==> src/rtl/voxel_ray_march_ctrl.sv <==
// Per-ray march sequencer: issues one step at a time into the voxel core, feeds each returned
// position/timer set back as the next step, and reports HIT, MISS or TIMEOUT downstream.
module voxel_ray_march_ctrl #(
  parameter int unsigned W         = 32,
  parameter int unsigned STEP_W    = 8,
  parameter int unsigned MAX_STEPS = 96,
  parameter int unsigned MAX_COORD = 31
) (
  input  logic              clk,
  input  logic              rst_n,
  // Ray job
  input  logic              ray_valid_i,
  output logic              ray_ready_o,
  input  logic [4:0]        ray_ix_i,
  input  logic [4:0]        ray_iy_i,
  input  logic [4:0]        ray_iz_i,
  input  logic              ray_sx_i,
  input  logic              ray_sy_i,
  input  logic              ray_sz_i,
  input  logic [W-1:0]      ray_next_x_i,
  input  logic [W-1:0]      ray_next_y_i,
  input  logic [W-1:0]      ray_next_z_i,
  input  logic [W-1:0]      ray_inc_x_i,
  input  logic [W-1:0]      ray_inc_y_i,
  input  logic [W-1:0]      ray_inc_z_i,
  // Step issue to core
  output logic [4:0]        core_ix_o,
  output logic [4:0]        core_iy_o,
  output logic [4:0]        core_iz_o,
  output logic              core_sx_o,
  output logic              core_sy_o,
  output logic              core_sz_o,
  output logic [W-1:0]      core_next_x_o,
  output logic [W-1:0]      core_next_y_o,
  output logic [W-1:0]      core_next_z_o,
  output logic [W-1:0]      core_inc_x_o,
  output logic [W-1:0]      core_inc_y_o,
  output logic [W-1:0]      core_inc_z_o,
  output logic              core_step_valid_o,
  // Step return from core
  input  logic [4:0]        cr_ix_i,
  input  logic [4:0]        cr_iy_i,
  input  logic [4:0]        cr_iz_i,
  input  logic [W-1:0]      cr_next_x_i,
  input  logic [W-1:0]      cr_next_y_i,
  input  logic [W-1:0]      cr_next_z_i,
  input  logic [2:0]        cr_face_id_i,
  input  logic              cr_oob_i,
  input  logic              cr_occupied_i,
  input  logic              cr_valid_i,
  // Result
  output logic              res_valid_o,
  input  logic              res_ready_i,
  output logic [1:0]        res_status_o,
  output logic [4:0]        res_ix_o,
  output logic [4:0]        res_iy_o,
  output logic [4:0]        res_iz_o,
  output logic [2:0]        res_face_id_o,
  output logic [STEP_W-1:0] res_steps_o
);

  localparam logic [1:0]        StatMiss    = 2'b00;
  localparam logic [1:0]        StatHit     = 2'b01;
  localparam logic [1:0]        StatTimeout = 2'b10;
  localparam logic [4:0]        CoordMax    = 5'(MAX_COORD);
  localparam logic [STEP_W-1:0] StepMax     = STEP_W'(MAX_STEPS);

  typedef enum logic [1:0] {StIdle, StIssue, StWait, StDone} state_e;

  state_e                  state_q, state_d;
  logic                    ray_ready_q, ray_ready_d;
  logic [2:0][4:0]         pos_q, pos_d;
  logic [2:0]              sign_q, sign_d;
  logic [2:0][W-1:0]       tmr_q, tmr_d;
  logic [2:0][W-1:0]       inc_q, inc_d;
  logic [STEP_W-1:0]       steps_q, steps_d;
  logic [2:0]              prev_face_q, prev_face_d;
  logic [1:0]              res_status_q, res_status_d;
  logic [2:0][4:0]         res_pos_q, res_pos_d;
  logic [2:0]              res_face_q, res_face_d;
  logic [STEP_W-1:0]       res_steps_q, res_steps_d;
  logic [2:0][4:0]         cr_pos;
  logic                    wrapped;

  // The core wraps a coordinate that steps off the grid; an axis that moved from its boundary
  // in the direction of travel means the ray has left the volume.
  function automatic logic axis_wrap(input logic [4:0] issued, input logic [4:0] ret,
                                     input logic sign);
    return (ret != issued) &&
           ((!sign && issued == CoordMax) || (sign && issued == 5'd0));
  endfunction

  assign cr_pos  = {cr_iz_i, cr_iy_i, cr_ix_i};
  assign wrapped = axis_wrap(pos_q[0], cr_pos[0], sign_q[0]) |
                   axis_wrap(pos_q[1], cr_pos[1], sign_q[1]) |
                   axis_wrap(pos_q[2], cr_pos[2], sign_q[2]);

  always_comb begin
    state_d      = state_q;
    pos_d        = pos_q;
    sign_d       = sign_q;
    tmr_d        = tmr_q;
    inc_d        = inc_q;
    steps_d      = steps_q;
    prev_face_d  = prev_face_q;
    res_status_d = res_status_q;
    res_pos_d    = res_pos_q;
    res_face_d   = res_face_q;
    res_steps_d  = res_steps_q;
    unique case (state_q)
      StIdle: begin
        if (ray_valid_i && ray_ready_q) begin
          pos_d       = {ray_iz_i, ray_iy_i, ray_ix_i};
          sign_d      = {ray_sz_i, ray_sy_i, ray_sx_i};
          tmr_d       = {ray_next_z_i, ray_next_y_i, ray_next_x_i};
          inc_d       = {ray_inc_z_i, ray_inc_y_i, ray_inc_x_i};
          steps_d     = '0;
          prev_face_d = '0;
          state_d     = StIssue;
        end
      end
      StIssue: begin
        steps_d = steps_q + 1'b1;
        state_d = StWait;
      end
      StWait: begin
        if (cr_valid_i) begin
          state_d     = StDone;
          res_pos_d   = pos_q;
          res_face_d  = prev_face_q;
          res_steps_d = steps_q;
          if (cr_occupied_i) begin
            res_status_d = StatHit;
          end else if (cr_oob_i || wrapped) begin
            res_status_d = StatMiss;
          end else if (steps_q == StepMax) begin
            res_status_d = StatTimeout;
          end else begin
            pos_d       = cr_pos;
            tmr_d       = {cr_next_z_i, cr_next_y_i, cr_next_x_i};
            prev_face_d = cr_face_id_i;
            state_d     = StIssue;
          end
        end
      end
      StDone: begin
        if (res_ready_i) state_d = StIdle;
      end
      default: state_d = StIdle;
    endcase
  end

  // Registered so that ready stays low through reset and rises one cycle after release.
  assign ray_ready_d = (state_d == StIdle);

  always_ff @(posedge clk or negedge rst_n) begin
    if (!rst_n) begin
      state_q      <= StIdle;
      ray_ready_q  <= 1'b0;
      pos_q        <= '0;
      sign_q       <= '0;
      tmr_q        <= '0;
      inc_q        <= '0;
      steps_q      <= '0;
      prev_face_q  <= '0;
      res_status_q <= '0;
      res_pos_q    <= '0;
      res_face_q   <= '0;
      res_steps_q  <= '0;
    end else begin
      state_q      <= state_d;
      ray_ready_q  <= ray_ready_d;
      pos_q        <= pos_d;
      sign_q       <= sign_d;
      tmr_q        <= tmr_d;
      inc_q        <= inc_d;
      steps_q      <= steps_d;
      prev_face_q  <= prev_face_d;
      res_status_q <= res_status_d;
      res_pos_q    <= res_pos_d;
      res_face_q   <= res_face_d;
      res_steps_q  <= res_steps_d;
    end
  end

  assign ray_ready_o       = ray_ready_q;
  assign core_step_valid_o = (state_q == StIssue);
  assign core_ix_o         = pos_q[0];
  assign core_iy_o         = pos_q[1];
  assign core_iz_o         = pos_q[2];
  assign core_sx_o         = sign_q[0];
  assign core_sy_o         = sign_q[1];
  assign core_sz_o         = sign_q[2];
  assign core_next_x_o     = tmr_q[0];
  assign core_next_y_o     = tmr_q[1];
  assign core_next_z_o     = tmr_q[2];
  assign core_inc_x_o      = inc_q[0];
  assign core_inc_y_o      = inc_q[1];
  assign core_inc_z_o      = inc_q[2];

  assign res_valid_o       = (state_q == StDone);
  assign res_status_o      = res_status_q;
  assign res_ix_o          = res_pos_q[0];
  assign res_iy_o          = res_pos_q[1];
  assign res_iz_o          = res_pos_q[2];
  assign res_face_id_o     = res_face_q;
  assign res_steps_o       = res_steps_q;

endmodule
==> config.mk <==
export PLATFORM = sky130hd
export DESIGN_NAME = voxel_ray_march_ctrl
export DESIGN_NICKNAME = d
export VERILOG_FILES = /design/src/rtl/voxel_ray_march_ctrl.sv
export SDC_FILE = /design/constraint.sdc
export NUM_CORES = 1
export LEC_CHECK = 0
export CAP_MARGIN = 20
export CORE_AREA = 4 4 219 221
export DETAILED_ROUTE_END_ITERATION = 10
export DIE_AREA = 0 0 223 225
export SYNTH_ARGS = -nofsm -noshare
export SYNTH_HDL_FRONTEND = slang
export SYNTH_SLANG_ARGS = --single-unit
==> constraint.sdc <==
create_clock -name clk -period 2.8 [get_ports clk]
set_input_delay 0.56 -clock clk [delete_from_list [all_inputs] [get_ports clk]]
set_output_delay 0.56 -clock clk [all_outputs]
set_load 0.02 [all_outputs]
==> impl_metrics.csv <==
group,metric,value,unit
run_status,status,"completed",
synthesis,avgSynthCellArea,7.761,sq um
detailed_routing,wl,63040,microns
finish,finalNetCount,2692,
timing,rsz0062_at_grt,"false",
detailed_routing,first_pass_iters,5,
power,p_leak,0.009150,uW
detailed_routing,wl_per_cell,21.08,microns
clocking,clock_latency,0.59,ns
global_routing,grt_max_degree,107,
synthesis,ys_types,42,
hold_path,hold_path.class,"reg -> reg",
synthesis,syn_nets,2193,
synthesis,synth-edff-count,0,
detailed_routing,drcViolationCount,0,
setup_path,r2r_end,"core_next_z_o[28]",
synthesis,synthFlopType,"dfrtp_1",
die,die_x,223,microns
synthesis,synth.most_common_cell,"nand2_1",
setup_path,required,3.32,ns
die,die_h,225,microns
clocking,cts_root_buf,"clkbuf_16",
timing,finalSetupTns,0,ns
global_routing,grt_pass1_wl,96870,microns
detailed_routing,drt_iter0_drc,1480,
timing,maxSlewHeadroom,55.45,%
clocking,cts_tree,"built",
die,core_area,46160,sq um
timing,period_needed,2.650,ns
synthesis,synth_commonest_cells,"nand2_1, dfrtp_1, nor2_1",
clocking,clkSlewWorstSetupHoldPaths,0.06,ns
setup_path,critical_path_class,"reg -> reg",
job,drv_cap,0,
setup_path,critical_path.max_fanout,29,
setup_path,end_kind,"flop",
synthesis,synth_seq_cells,252,
timing,finalCritPeriodShare,94.66,%
clocking,numClockSinks,252,
timing,max_clock_freq,0.3773,GHz
setup_path,critPathLaunch,"core_ix_o[0]",
die,start_util,31.27,%
die,ios,572,
global_routing,grt_pass1_vias,16123,
timing,hold_violations,0,
timing,setup_viol,0,
synthesis,synth.top_cell.area_share,43.68,%
finish,drive_above_1_share,6.560,%
global_routing,antenna_found_initial,8,
detailed_routing,drtAntennaViolNets,0,
clocking,cts_made_buffers,31,
placement,place_congestion,0.8500,
placement,dp_hpwl,44200,microns
setup_path,r2r_start,"core_ix_o[0]",
setup_path,startpoint_type,"flop",
synthesis,ys_warn_count,0,
die,rows,79,
clocking,cts.path.max_buffers,3,
power,peakVddDrop,0.0007473,V
die,die_area,50180,sq um
clocking,postCtsSetupBuffers,0,
power,power.density,1186,nW/um^2
finish,area_growth_syn_to_layout,54.28,%
global_routing,overflow,0,
synthesis,async_reset_ff_share,100.0,%
clocking,cts-htree-levels,1,
timing,slew_viol_final,0,
synthesis,synthCells,1860,
setup_path,worstRegToRegCells,6,
setup_path,critical_path_arrival,3.17,ns
global_routing,grtUsageTotal,23.80,%
timing,tightest_slew,0.6667,ns
timing,finClkSkew,0.01282,ns
setup_path,r2r_slack,0.15,ns
synthesis,synth_top_cell_by_area,"dfrtp_1",
detailed_routing,viasPerCell,5.413,
synthesis,yosysSeqAreaShare,43.68,%
detailed_routing,vias,16189,
timing,fin_hold_ws,0.4721,ns
placement,io_buffers,571,
synthesis,synthesis.area,14440,sq um
synthesis,synthTopCellsByArea,"dfrtp_1, nand2_1, a221oi_1",
setup_path,crit_end,"core_next_z_o[28]",
[cells in the final DEF, fill, tap and decap left out, types with 4 or more instances in the layout]
| cell type | instances |
|---|---|
| clkdlybuf4s50_1 | 569 |
| nand2_1 | 537 |
| dfrtp_1 | 251 |
| nor2_1 | 119 |
| nand3_1 | 117 |
| o21ai_0 | 117 |
| nand4_1 | 115 |
| a21oi_1 | 114 |
| and2_1 | 111 |
| a221oi_1 | 111 |
| buf_12 | 34 |
| buf_4 | 33 |
| clkbuf_16 | 31 |
| mux2_2 | 26 |
| xnor2_1 | 12 |
| inv_1 | 8 |
| clkinv_2 | 7 |
| diode_2 | 6 |
| nor3b_1 | 4 |
| xor2_1 | 4 |
| clkbuf_1 | 4 |
| clkbuf_8 | 4 |
[per-stage QoR]
step                total power (uW)  cell area [sq um]  std cells  setup slack (ns)  utilization [%]
floorplan                      15160              14440       1860            0.7342                -
global placement               22050              21240       2932           0.02364            46.01
detailed placement             22340              21240       2932          -0.03335            46.01
CTS                            26610              22260       2985           0.01372            48.21
global route                   28180              22270       2990          0.007556            48.24
finish                         26410              22270       2991            0.1495            48.25
[logic make-up after synthesis]
family / count (synthesis) / synth area share (%)
buffers and inverters: 181 / 5.244
AND/OR/NAND/NOR: 1021 / 32.00
AO/OA/AOI/OAI: 359 / 15.70
multiplexers: 29 / 2.236
flip-flops: 252 / 43.68
XOR/XNOR: 16 / 0.9707
adder cells (fa/ha/maj): 2 / 0.1733
[routing by layer]
layer | wire length, microns | vias to the layer above | share of wire, % | track usage [%]
li1 | - | 7484 | - | -
met3 | 5642 | 73 | 8.9 | 6.292
met1 | 26250 | 7933 | 42 | 31.90
met2 | 29960 | 693 | 48 | 38.91
met4 | 1157 | 6 | 1.8 | 5.409
met5 | 40 | - | 0.063 | 0
[power by group]
group	switching [uW]	internal [uW]	leakage [uW]
Combinational	8770	6850	0.00568
Clock	1700	2400	0.000499
Sequential	1310	5390	0.00297
Total	11800	14600	0.00915
[what timing repair did]
item                       CTS  global route
setup endpoints to repair    1             1
pin swaps                    0             0
hold buffers                 1             0
gates resized for setup      1             1
hold endpoints to repair    42             0
[flip-flops by register name (all words and copies together), names as in the netlist, 5 cells and up]
| signal | flops |
|---|---|
| core_iz_o | 5 |
| core_ix_o | 5 |
| res_iy_o | 5 |
| res_ix_o | 5 |
| core_inc_x_o | 32 |
| core_next_x_o | 32 |
| core_iy_o | 5 |
| core_inc_y_o | 32 |
| res_iz_o | 5 |
| core_next_y_o | 32 |
| core_next_z_o | 32 |
| steps_q | 8 |
| res_steps_o | 8 |
| core_inc_z_o | 32 |
[worst max-delay path: stages, from the launching register on]
cell and delay (ns):
dfrtp_1 0.39, or4_1 0.60, o221a_2 0.33, a21oi_4 0.53, buf_4 0.46, a221oi_1 0.14, nand3_1 0.11
[how the worst min path moves through the flow]
stage / to / startpoint / depth (start not counted) / slack (ns)
after floorplan: core_inc_x_o[0] / rst_n / 0 / 0.26
after global placement: core_inc_z_o[19] / core_inc_z_o[19] / 2 / 0.46
after detailed placement: core_inc_y_o[24] / core_inc_y_o[24] / 2 / 0.46
after CTS: core_inc_y_o[25] / ray_inc_y_i[25] / 3 / 0.46
after global routing: core_inc_y_o[25] / ray_inc_y_i[25] / 3 / 0.48
final: core_inc_y_o[23] / core_inc_y_o[23] / 2 / 0.47
[cell type report]
cell class,count,area (sq um)
sequential,252,6307
inverter,8,30.03
clock inverter,13,161.4
timing repair buffer,639,6661
multi-input combinational,1427,7492
fill,4476,23890
clock buffer,39,845.8
tap,607,759.5
antenna,6,15.01
Power figures use the tool's default switching activity.
==> edit 1: new RTL, config.mk and constraints unchanged <==
`res_pos_q` and `res_steps_q` no longer have a reset.
--- a/src/rtl/voxel_ray_march_ctrl.sv
+++ b/src/rtl/voxel_ray_march_ctrl.sv
@@ -164,9 +164,7 @@
       steps_q      <= '0;
       prev_face_q  <= '0;
       res_status_q <= '0;
-      res_pos_q    <= '0;
       res_face_q   <= '0;
-      res_steps_q  <= '0;
     end else begin
       state_q      <= state_d;
       ray_ready_q  <= ray_ready_d;
@@ -177,10 +175,13 @@
       steps_q      <= steps_d;
       prev_face_q  <= prev_face_d;
       res_status_q <= res_status_d;
-      res_pos_q    <= res_pos_d;
       res_face_q   <= res_face_d;
-      res_steps_q  <= res_steps_d;
     end
+  end
+
+  always_ff @(posedge clk) begin
+    res_pos_q   <= res_pos_d;
+    res_steps_q <= res_steps_d;
   end
 
   assign ray_ready_o       = ray_ready_q;
Check against the original RTL: same outputs for any inputs over 4 cycles, from zero or initial values and one cycle with rst_n low; that may be too few to reach the edited logic, so the function may still have changed.
==> edit 1 against the original RTL <==
Worst setup slack lost 13 ps. Synthesized area shrank 0.72%. Final cell count shrank 0.20%. Power shrank 1.7%. Sequential cell count is the same. Sequential share of layout area grew 0.53 points. Cell area is essentially flat. Wire length shrank 3.2%. Critical endpoint is now res_valid_o. Largest cell class unchanged. Highest routed layer unchanged.
==> edit 1: results (changes against the original RTL) <==
Worst Setup SP state_q[1]$_DFF_PN0_ (was core_ix_o[0]$_DFFE_PN0P_); Fillers 4446 (was 4476); wire length of the first global-routing pass 93.09 mm (was 96.87 mm); hold path start core_inc_z_o[17]$_DFFE_PN0P_ (was core_inc_y_o[23]$_DFFE_PN0P_); DRT Pass-1 Iters 7 (was 5); Synth Area in Compound Gates 15.77% (was 15.70%); antenna violations before repair 10 (was 8); gpl congestion 0.8551 (was 0.8500); FF-to-FF setup slack 350 ps (was 150 ps); Final #Nets 2682 (was 2692); synth cell count leaders 537 x nand2_1, 229 x dfrtp_1, 118 x nand3_1 (was 537 x nand2_1, 252 x dfrtp_1, 119 x nor2_1); mux cell area share after synthesis 0.5151% (was 2.236%); leakage power 0.009079 µW (was 0.009150 µW); Tmin final 2663 ps (was 2650 ps); post-synthesis adder-cell area fraction 0.1746% (was 0.1733%); worst hold slack 473.7 ps (was 472.1 ps); crit path max fanout 10 (was 29); CP peak stage delay 700 ps (was 600 ps); layout cells sized above 1 6.239% (was 6.560%); Resize count post-CTS 0 (was 1); CP delay by family, top buffers and inverters (was compound AO/OA/AOI/OAI gates); Slew HR 62.05% (was 55.45%); fin cells 2985 (was 2991); dpl hpwl 42.98 mm (was 44.20 mm); top cells by area, synth dfrtp_1 40%, nand2_1 14%, a221oi_1 6.8% (was dfrtp_1 44%, nand2_1 14%, a221oi_1 6.7%); Syn Inst Count 1834 (was 1860); status finished clean (unchanged); sequential area share after synthesis 44.80% (was 43.68%); Post-Synth XOR/XNOR Area 0.9777% (was 0.9707%); WP data arrival 2100 ps (was 3170 ps); placed instance count 2923 (was 2932)
==> edit 1: changes by cell type in the layout (fill, tap and decap cells not counted), moves of 2 or more <==
cell / delta
edfxtp_1: +23
mux2_2: -23
dfrtp_1: -22
buf_4: +17
clkbuf_1: +4
nor2_1: -3
o21ai_0: -2
==> edit 1: metal layers <==
metal	GRT usage, %	part of all wire [%]	up-vias
met5	0	0.051	-
met4	6.761	3.1	6
met3	6.591	9.1	114
met2	37.63	47	702
met1	29.31	41	7630
li1	-	-	7439
==> edit 1: power by group <==
group	total (µW)	switching, µW	internal (µW)
clock	4120	1650	2470
sequential	6730	1270	5450
combinational	15100	8520	6610
==> edit 1: area by class of cell <==
type	count	share of cell area (%)
multi-input combinational	1403	32.53
timing repair buffer	655	30.40
sequential	252	28.85
clock buffer	42	3.806
tap	607	3.413
clock inverter	13	0.8040
inverter	7	0.1181
antenna	6	0.06746
==> edit 1: tightest hold or removal path: stages (launching register included) <==
cell and delay, ps:
dfrtp_1 340, nand2_1 50, nand2_1 50
==> edit 2: new RTL, same settings <==
Made on the original files. Set the parameter `MAX_STEPS` to 64 (it was 96).
--- a/src/rtl/voxel_ray_march_ctrl.sv
+++ b/src/rtl/voxel_ray_march_ctrl.sv
@@ -3,7 +3,7 @@
 module voxel_ray_march_ctrl #(
   parameter int unsigned W         = 32,
   parameter int unsigned STEP_W    = 8,
-  parameter int unsigned MAX_STEPS = 96,
+  parameter int unsigned MAX_STEPS = 64,
   parameter int unsigned MAX_COORD = 31
 ) (
   input  logic              clk,
Formal check against the unedited RTL: same outputs for any inputs over 4 cycles, from zero or initial values and one cycle with rst_n low; that may be too few to reach the edited logic, so the function may still have changed.
==> edit 2 against the original RTL <==
Final cell count hardly changed. Power grew 0.40%. Synthesized cell count hardly changed. Register-to-register slack better by 120 ps. Sequential cell count unchanged. Sequential share of layout area rose by 0.14 points. Cell area fell by 0.51%. Synthesized area is essentially flat. Worst setup slack gained 48 ps. Fmax rose by 1.8%. Wire length is 0.86% lower. Clock skew grew 0.83 ps. Critical endpoint is now res_valid_o. Largest cell class unchanged. Highest routed layer unchanged.
==> edit 2: results (changes against the original RTL) <==
gpl congestion 0.8203 (was 0.8500); clk_skew 13.64 ps (was 12.82 ps); vias in the first global route 16.11k (was 16.12k); setup slack at placement -118.7 ps (was -33.35 ps); GRT Overall Usage 23.68% (was 23.80%); top cells by area, synth dfrtp_1 44%, nand2_1 14%, a221oi_1 6.7% (unchanged); synth cell count leaders 539 x nand2_1, 252 x dfrtp_1, 116 x nand3_1, 116 x o21ai_0 (was 537 x nand2_1, 252 x dfrtp_1, 119 x nor2_1); initial drt markers 1362 (was 1480); Synth Area in Compound Gates 15.69% (was 15.70%); sequential area share after synthesis 43.65% (was 43.68%); antenna violations before repair 10 (was 8); Final #Nets 2690 (was 2692); Unique masters post-synth 43 (was 42); Mapped Nets 2192 (was 2193); Skew-Pair Late Insertion Delay 550 ps (was 590 ps); WP data arrival 2040 ps (was 3170 ps); Fillers 4524 (was 4476); crit path max fanout 11 (was 29); drt total wl 62.50 mm (was 63.04 mm); post-synthesis adder-cell area fraction 0.1732% (was 0.1733%); wire length of the first global-routing pass 95.74 mm (was 96.87 mm); mux cell area share after synthesis 2.148% (was 2.236%); htree depth 2 (was 1); TritonCTS Buffers 34 (was 31); Post-Synth XOR/XNOR Area 0.9699% (was 0.9707%); Peak VDD IR 0.6273 mV (was 0.7473 mV); largest net degree at the start of global routing 114 (was 107); layout cells sized above 1 6.468% (was 6.560%); status finished clean (unchanged); vias per std cell 5.398 (was 5.413); Min-Delay Path Class primary input to asynchronous set/reset pin (was flip-flop to flip-flop); Worst-Margin Slew 779.5 ps (was 666.7 ps); leakage power 0.009108 µW (was 0.009150 µW)
-- edit 2: critical path: stages (launching register included) --
cell and delay (ps):
dfrtp_1 640, nand2_1 130, inv_1 90, clkdlybuf4s50_1 630
-- edit 2: area by class of cell --
cell class,instances,area share (%)
multi-input cells,1426,33.72
repair buffers,636,29.31
flip-flops and latches,252,28.46
clock buffers,51,4.489
well taps,607,3.427
clock inverters,9,0.4291
inverters,7,0.1186
diodes,4,0.04517
-- edit 2: worst paths after layout --
path	to	start	slack (ps)	depth (start not counted)
max in group asynchronous	core_next_z_o[7]$_DFFE_PN0P_	rst_n	2020	2
worst max register to register	core_next_z_o[25]$_DFFE_PN0P_	steps_q[0]$_DFFE_PN0P_	270	9
min in group clk	core_inc_y_o[29]$_DFFE_PN0P_	core_inc_y_o[29]$_DFFE_PN0P_	470	2
worst max-delay path	res_valid_o	state_q[1]$_DFF_PN0_	200	3
worst min-delay path	core_next_x_o[9]$_DFFE_PN0P_	rst_n	20	1
worst min register to register	core_inc_y_o[29]$_DFFE_PN0P_	core_inc_y_o[29]$_DFFE_PN0P_	470	2
-- edit 2: through the flow --
step                      area (µm²)  power, µW  util (%)  cells  setup TNS [ps]
after global placement         21060      21940     45.63   2928          -217.7
final                          22160      26520     48.01   2992               0
after detailed placement       21060      22270     45.63   2928          -464.7
after floorplan                14450      15330         -   1859               0
after global routing           22160      28260     48.00   2990               0
after CTS                      22150      26750     47.98   2988               0
-- edit 2: kinds of logic after synthesis --
group                    count (synthesis)
AO/OA/AOI/OAI                          359
AND/OR/NAND/NOR                       1021
XOR/XNOR                                16
flip-flops                             252
buffers and inverters                  181
multiplexers                            28
adder cells (fa/ha/maj)                  2
-- edit 2: metal layers --
layer  wire, µm  vias up  global-route usage [%]
met1      25080     7816                   29.74
met5         27        -                       0
met4       1772        4                   6.741
met2      29840      752                   39.93
li1           -     7473                       -
met3       5777      105                   6.904
-- edit 2: report_power, final --
part	switching [µW]	leakage [µW]	internal (µW)
Sequential	1350	0.00298	5400
Clock	1810	0.000530	2490
Combinational	8720	0.00560	6750
-- edit 2: timing repair --
action                                  in CTS  in global routing
hold endpoints to repair                     0                  0
resized for setup                            1                  0
endpoints found under the setup margin       1                  0
